File: config.mk
export PLATFORM = sky130hd
export DESIGN_NAME = trax_turn_controller
export DESIGN_NICKNAME = d
export VERILOG_FILES = /design/src/rtl/trax_turn_controller.sv
export SDC_FILE = /design/constraint.sdc
export NUM_CORES = 1
export LEC_CHECK = 0
export ABC_CLOCK_PERIOD_IN_PS = 1700
export CAP_MARGIN = 20
export CORE_MARGIN = 2
export CORE_UTILIZATION = 39
export DETAILED_ROUTE_END_ITERATION = 10
export HOLD_SLACK_MARGIN = 0.05
export PLACE_DENSITY_LB_ADDON = 0.08
export SLEW_MARGIN = 10
export SYNTH_ARGS = -nofsm -noshare
export SYNTH_HDL_FRONTEND = slang
export SYNTH_SLANG_ARGS = --single-unit
File: constraint.sdc
create_clock -name clock -period 1.7 [get_ports clock]
set_input_delay 0.255 -clock clock [delete_from_list [all_inputs] [get_ports clock]]
set_output_delay 0.255 -clock clock [all_outputs]
set_load 0.005 [all_outputs]
File: src/rtl/trax_turn_controller.sv
// trax_turn_controller
//   Turn sequencer between the Trax engine and the serial transceiver.
//   Waits for the colour assignment, then alternates between handing the
//   local move to the transceiver and delivering the opponent's move to the
//   engine. Counts completed moves (both sides, wrapping at 16 bits).
//
//   Optional feature: define TRAX_TIMEOUT_EN to enable the link watchdog.
//   When enabled, spending TIMEOUT_CYCLES cycles in SEND or REMOTE_WAIT
//   moves the block into a terminal FAULT state (left only by reset).
//
// Ports
//   clock, reset            system clock, async active-low reset
//   color, color_valid      colour from transceiver (0 white, 1 black)
//   local_move/valid/ready  engine -> controller move handshake
//   xcvr_move_in            registered move presented for transmission
//   xcvr_start_transmit     level transmit request
//   xcvr_send_done          one-cycle pulse, packet fully sent
//   xcvr_move_out           received move
//   xcvr_end_receive        level, rises when a packet is complete
//   remote_move/valid/ready controller -> engine move handshake
//   my_turn                 high while waiting for the local move
//   move_count              completed moves, both sides
//   fault                   sticky link-timeout flag
module trax_turn_controller #(
    parameter logic [31:0] TIMEOUT_CYCLES = 32'd96_000_000,
    parameter int          MOVE_W         = 22
) (
    input  logic              clock,
    input  logic              reset,
    input  logic              color,
    input  logic              color_valid,
    input  logic [MOVE_W-1:0] local_move,
    input  logic              local_valid,
    output logic              local_ready,
    output logic [MOVE_W-1:0] xcvr_move_in,
    output logic              xcvr_start_transmit,
    input  logic              xcvr_send_done,
    input  logic [MOVE_W-1:0] xcvr_move_out,
    input  logic              xcvr_end_receive,
    output logic [MOVE_W-1:0] remote_move,
    output logic              remote_valid,
    input  logic              remote_ready,
    output logic              my_turn,
    output logic [15:0]       move_count,
    output logic              fault
);

    typedef enum logic [2:0] {
        S_WAIT_COLOR,
        S_LOCAL_WAIT,
        S_SEND,
        S_REMOTE_WAIT,
        S_DELIVER,
        S_FAULT
    } state_t;

    state_t            state_q, state_d;
    logic              color_valid_q;
    logic              color_q, color_d;
    logic              end_q, end_prev_q;
    logic              end_rise;
    logic [MOVE_W-1:0] xmove_q, xmove_d;
    logic [MOVE_W-1:0] rmove_q, rmove_d;
    logic [15:0]       cnt_q, cnt_d;
    logic              local_ready_q, local_ready_d;
    logic              start_q, start_d;
    logic              rvalid_q, rvalid_d;

`ifdef TRAX_TIMEOUT_EN
    logic [31:0]       tmo_q, tmo_d;
    logic              fault_q, fault_d;
`endif

    // end_q/end_prev_q form a two-stage history of xcvr_end_receive, so a
    // rise is acted on one cycle after it is first sampled. Both reset to 1:
    // a level that is already high is never mistaken for a fresh packet.
    assign end_rise = end_q & ~end_prev_q;

    always_comb begin
        state_d = state_q;
        color_d = color_q;
        xmove_d = xmove_q;
        rmove_d = rmove_q;
        cnt_d   = cnt_q;

        case (state_q)
            S_WAIT_COLOR: begin
                // color_valid is registered first; color_q is the colour
                // sampled on the same edge as color_valid_q.
                color_d = color;
                if (color_valid_q)
                    state_d = color_q ? S_REMOTE_WAIT : S_LOCAL_WAIT;
            end
            S_LOCAL_WAIT: begin
                if (local_valid && local_ready_q) begin
                    xmove_d = local_move;
                    state_d = S_SEND;
                end
            end
            S_SEND: begin
                if (xcvr_send_done) begin
                    cnt_d   = cnt_q + 16'd1;
                    state_d = S_REMOTE_WAIT;
                end
            end
            S_REMOTE_WAIT: begin
                if (end_rise) begin
                    rmove_d = xcvr_move_out;
                    state_d = S_DELIVER;
                end
            end
            S_DELIVER: begin
                if (remote_ready && rvalid_q) begin
                    cnt_d   = cnt_q + 16'd1;
                    state_d = S_LOCAL_WAIT;
                end
            end
            default: state_d = state_q;
        endcase

`ifdef TRAX_TIMEOUT_EN
        tmo_d = tmo_q;
        if (state_q == S_SEND || state_q == S_REMOTE_WAIT) begin
            tmo_d = tmo_q + 32'd1;
            // Timeout wins over a completion arriving on the same cycle.
            if (tmo_q == TIMEOUT_CYCLES - 32'd1) begin
                state_d = S_FAULT;
                cnt_d   = cnt_q;
                rmove_d = rmove_q;
            end
        end
        if (state_d != state_q &&
            (state_d == S_SEND || state_d == S_REMOTE_WAIT))
            tmo_d = '0;
        fault_d = (state_d == S_FAULT);
`endif

        // Outputs are registered from the next state so they change on the
        // same edge as the transition.
        local_ready_d = (state_d == S_LOCAL_WAIT);
        start_d       = (state_d == S_SEND);
        rvalid_d      = (state_d == S_DELIVER);
    end

    always_ff @(posedge clock or negedge reset) begin
        if (!reset) begin
            state_q       <= S_WAIT_COLOR;
            color_valid_q <= 1'b0;
            color_q       <= 1'b0;
            end_q         <= 1'b1;
            end_prev_q    <= 1'b1;
            xmove_q       <= '0;
            rmove_q       <= '0;
            cnt_q         <= '0;
            local_ready_q <= 1'b0;
            start_q       <= 1'b0;
            rvalid_q      <= 1'b0;
        end else begin
            state_q       <= state_d;
            color_valid_q <= color_valid;
            color_q       <= color_d;
            end_q         <= xcvr_end_receive;
            end_prev_q    <= end_q;
            xmove_q       <= xmove_d;
            rmove_q       <= rmove_d;
            cnt_q         <= cnt_d;
            local_ready_q <= local_ready_d;
            start_q       <= start_d;
            rvalid_q      <= rvalid_d;
        end
    end

`ifdef TRAX_TIMEOUT_EN
    always_ff @(posedge clock or negedge reset) begin
        if (!reset) begin
            tmo_q   <= '0;
            fault_q <= 1'b0;
        end else begin
            tmo_q   <= tmo_d;
            fault_q <= fault_d;
        end
    end
    assign fault = fault_q;
`else
    assign fault = 1'b0;
`endif

    assign local_ready         = local_ready_q;
    assign my_turn             = local_ready_q;
    assign xcvr_move_in        = xmove_q;
    assign xcvr_start_transmit = start_q;
    assign remote_move         = rmove_q;
    assign remote_valid        = rvalid_q;
    assign move_count          = cnt_q;

endmodule

[Word level (Yosys, flattened, before mapping)]
Index checks and enable logic that the tools add are counted.
Cells by class
  $add $sub $neg: 1
  equal/unequal tests: 9
  mux-type cells: 10
  bitwise logic cells: 2
  reduce and logical (&&, ||, !) cells: 7
Operators by type and width (count)
  16-bit two-way mux: 2
  16-bit case mux with 2 select lines: 1
  16-bit by 1-bit adder with 16-bit output, second input constant: 1
  3-bit two-way mux: 5
  3-bit case mux with 5 select lines: 1
  3-bit by 2-bit equality test with 1-bit output, second input constant: 3
  3-bit by 1-bit equality test with 1-bit output, second input constant: 2
  3-bit equality test, second input constant: 2
  2-bit != test, second input constant: 2
  2-bit AND reduction: 2
  3-bit zero test: 1
  3-bit AND reduction: 1
  1-bit logical AND: 2
  2-bit two-way mux: 1
  2-bit nonzero test: 1
  1-bit AND: 1
  1-bit NOT: 1
Word-level totals
  flip-flop bits (word level): 70
  input bits: 52
  output and inout port bits: 65
  logic and storage cells: 40

[Depth between registers and ports, before layout]
  word-level depth: 5
  depth in mapped cells: 5
  mapped depth without buffers: 5

[Worst setup path before layout]
Ideal clock, no wire load.
  path kind: reg-to-reg
  from: reg end_q
  to: reg rmove_q[14], in the netlist remote_move[14]
  library setup time: 0.125 ns
  arrival time: 1.459 ns
  data required time: 1.575 ns
  path slack: 0.116 ns
  cell stages (with the launch flop): 5
  path buffers: 1
  period minus slack after synthesis: 1.584 ns
  cells stage by stage: dfstp_2 -> nand2b_1 -> nor3_4 -> buf_6 -> mux2_2
Between the ends
  cells in the longest elaborated chain, start to end: 2
Ends and longest elaborated chain
  start: declaration: line 60  | logic end_q, end_prev_q;
  start signal: assignment: line 162  | end_q <= xcvr_end_receive;
  1-bit AND: line 77  | assign end_rise = end_q & ~end_prev_q;
  2-bit AND reduction (no source line)
  end signal: assignment: line 165  | rmove_q <= rmove_d;
  end: declaration: line 63  | logic [MOVE_W-1:0] rmove_q, rmove_d;
No other way between the ends.
A chain may end at the register's enable or synchronous reset.

[Final worst setup path]
  from: reg cnt_q[3], in the netlist move_count[3]
  to: out move_count[3]
RTL lines
  start: declaration: line 64  | logic [15:0] cnt_q, cnt_d;
  start signal: assignment: line 166  | cnt_q <= cnt_d;
  end: declaration: line 44  | output logic [15:0] move_count,
No word-level cell between the ends.

==> qor.csv <==
metric;value;unit
status;complete, no violations;
Worst VDD drop;0.671;mV
Yosys top cell by area;dfrtp_1;
Seq. cell area;0.00175;mm²
pwr/cell area;812;mW/mm²
LEAKAGE;2.03;nW
flops & latches, synth;70;
Worst path max stage delay;0.55;ns
root buf cell;clkbuf_8;
Final ANT Viol Nets;0;
first-pass GRT wire length;10.2;mm
drt first pass iters;4;
Mapped Area;0.00288;mm²
largest delay contributor family on the critical path;buffers and inverters;
clock-pin slew on the worst setup and hold paths;0.08;ns
all-layer global routing usage;15.9;%
Avg Cell Area, Syn;14.5;µm²
antenna violations before repair;0;
Hold/Removal Path Class;input pin to flop;
I/O Buffers;115;
GPL Wtd Cong;0.726;
Hold Path Stages;1;
TritonCTS Buffers;9;
chip height;89.9;µm
vias in the first global route;1984;
final wirelength;6.13;mm
final setup vio count;0;
cell row count;31;
Synth warnings;0;
most frequent cell after synthesis;dfrtp_1;
count of cell types in the netlist;34;
Period minus WS final;1.62;ns
largest cells by area after synthesis;dfrtp_1, mux2_2, xnor2_1;
Chip Width;89.9;µm
area of the multi-input gates;0.00104;mm²
Post-synth ARST share;100;%
post-DR vias/cell;4.64;
share of cells above drive strength 1;24.6;%
number of remaining DRC errors;0;
Setup Skew;0.00984;ns
Overflow after GRT;0;
CP endpoint kind;primary output;
largest net degree at the start of global routing;71;
syn_nets;252;
Crit Path Max Fanout;7;
fmax;618;MHz
Layout Utilization;62.3;%
crit share post-route;95.3;%
WHS;0.321;ns
CTS max path bufs;2;
Detail Placement HPWL;4.39;mm
die area;0.00808;mm²
number of synthesized flops with an enable pin;0;
core area;0.00721;mm²
Initial DRC Count;43;
endpoints failing hold;0;
Starting Density;39.9;%
CTS tree;done;
Worst R2R Path Depth;4;
worst path bufs/invs;1;
I/O pins;117;
clock sink count;70;
Worst EP required;1.44;ns
crit-path cells;clkdlybuf4s50_1;
Main synth FF type;dfrtp_1;
htree depth;3;
max cap viols;0;
Critical Path AT;1.36;ns
# fillers;589;
wire per inst;14.2;µm
Worst Setup Start Kind;flop;
RSZ-0062 raised after global routing;false;
CP Depth;1;
sequential share of the synthesized area;61.0;%
CP max-delay cell;clkdlybuf4s50_1;
Final nets;382;
Post-Syn Instances;199;
synthesis-to-finish area growth;56.1;%
most frequent cells after synthesis;dfrtp_1, mux2_2, xnor2_1, nand2_1, nand3_1;
fin. max-slew vios;0;
DR vias;2010;
share of the synthesized area in the top cell type;59.1;%
Skew-Pair Late Insertion Delay;0.34;ns
Inserted Diodes;0;
setup bufs post-CTS;0;
kind of critical path;flop to primary output;
==> power by group <==
part / switching (W) / total [W] / internal, W
clock network: 0.000611 / 0.00182 / 0.00121
logic: 0.0000505 / 0.000158 / 0.000108
registers: 0.00000142 / 0.00167 / 0.00167
total: 0.000663 / 0.00365 / 0.00298
==> cell usage in the layout (no fill, tap or decap), types with 2 or more instances in the layout <==
cell / count
a21oi_1: 4
and4_1: 2
buf_12: 3
buf_4: 9
bufinv_16: 4
clkbuf_8: 11
clkdlybuf4s50_1: 114
dfrtp_1: 68
dfstp_2: 2
mux2_1: 4
mux2_2: 42
nand2_1: 11
nand3_1: 9
nand4_1: 3
nor2_1: 4
nor3_1: 3
nor3_4: 2
o211ai_1: 2
o21ai_0: 3
xnor2_1: 13
xor2_1: 2
==> flip-flops by register name, indices dropped and copies added (netlist names) <==
name                 cells
move_count              16
color_q                  1
xcvr_move_in            22
color_valid_q            1
xcvr_start_transmit      1
end_q                    1
local_ready              1
end_prev_q               1
state_q                  3
remote_valid             1
remote_move             22
==> worst reg2reg max path, delay by kind of cell, from the launching register on <==
family,cells,cell delay (ns)
buf+inv,1,0.23
flops,1,0.53
mux,1,0.35
simple gates,2,0.38
==> what timing repair did <==
item / CTS / global route
gates resized for setup: 0 / 1
hold buffers: 1 / 0
endpoints found under the hold margin: 68 / 0
endpoints found under the setup margin: 0 / 7
==> worst paths after layout <==
path	startpoint	endpoint	slack (ns)
max in group asynchronous	reset	end_prev_q	0.89
max reg2reg	end_q	remote_move[5]	0.10
min reg2reg	end_q	end_prev_q	0.37
min in group asynchronous	reset	xcvr_move_in[12]	0.45
max	move_count[3]	move_count[3]	0.08
min	xcvr_end_receive	end_q	0.32
==> area by class of cell <==
type	count	area share, %
flip-flops and latches	70	39.1
repair buffers	128	28.6
multi-input cells	118	23.2
clock buffers	11	3.37
clock inverters	5	2.87
well taps	99	2.76
inverters	2	0.167
==> routing by layer <==
metal	part of all wire, %	GRT usage (%)	vias to the layer above
met1	46	21.5	970
met5	0	0	-
li1	-	-	954
met2	47	24.2	77
met3	5.2	3.77	9
met4	1.8	7.69	0
==> metrics by stage <==
| step | instance area [µm²] | setup TNS (ns) | total power, W | cells | setup WS, ns |
|---|---|---|---|---|---|
| 6_report | 4490 | 0 | 0.00365 | 433 | 0.0806 |
| 5_1_grt | 4490 | 0 | 0.00379 | 433 | 0.00302 |
| 4_1_cts | 4490 | 0 | 0.00369 | 433 | 0.0657 |
| 3_5_place_dp | 4200 | -0.766 | 0.00186 | 416 | -0.0390 |
| 3_3_place_gp | 4200 | -0.378 | 0.00186 | 416 | -0.0180 |
| 2_1_floorplan | 2880 | 0 | 0.00171 | 199 | 0.116 |
==> cells by family after synthesis <==
family,synth area share (%)
AO/OA/AOI/OAI,4.13
other,0.130
AND/OR/NAND/NOR,8.65
XOR/XNOR,4.57
multiplexers,18.0
adder cells (fa/ha/maj),0.435
flip-flops,61.0
buffers and inverters,3.13
(Power assumes the default switching activity.)
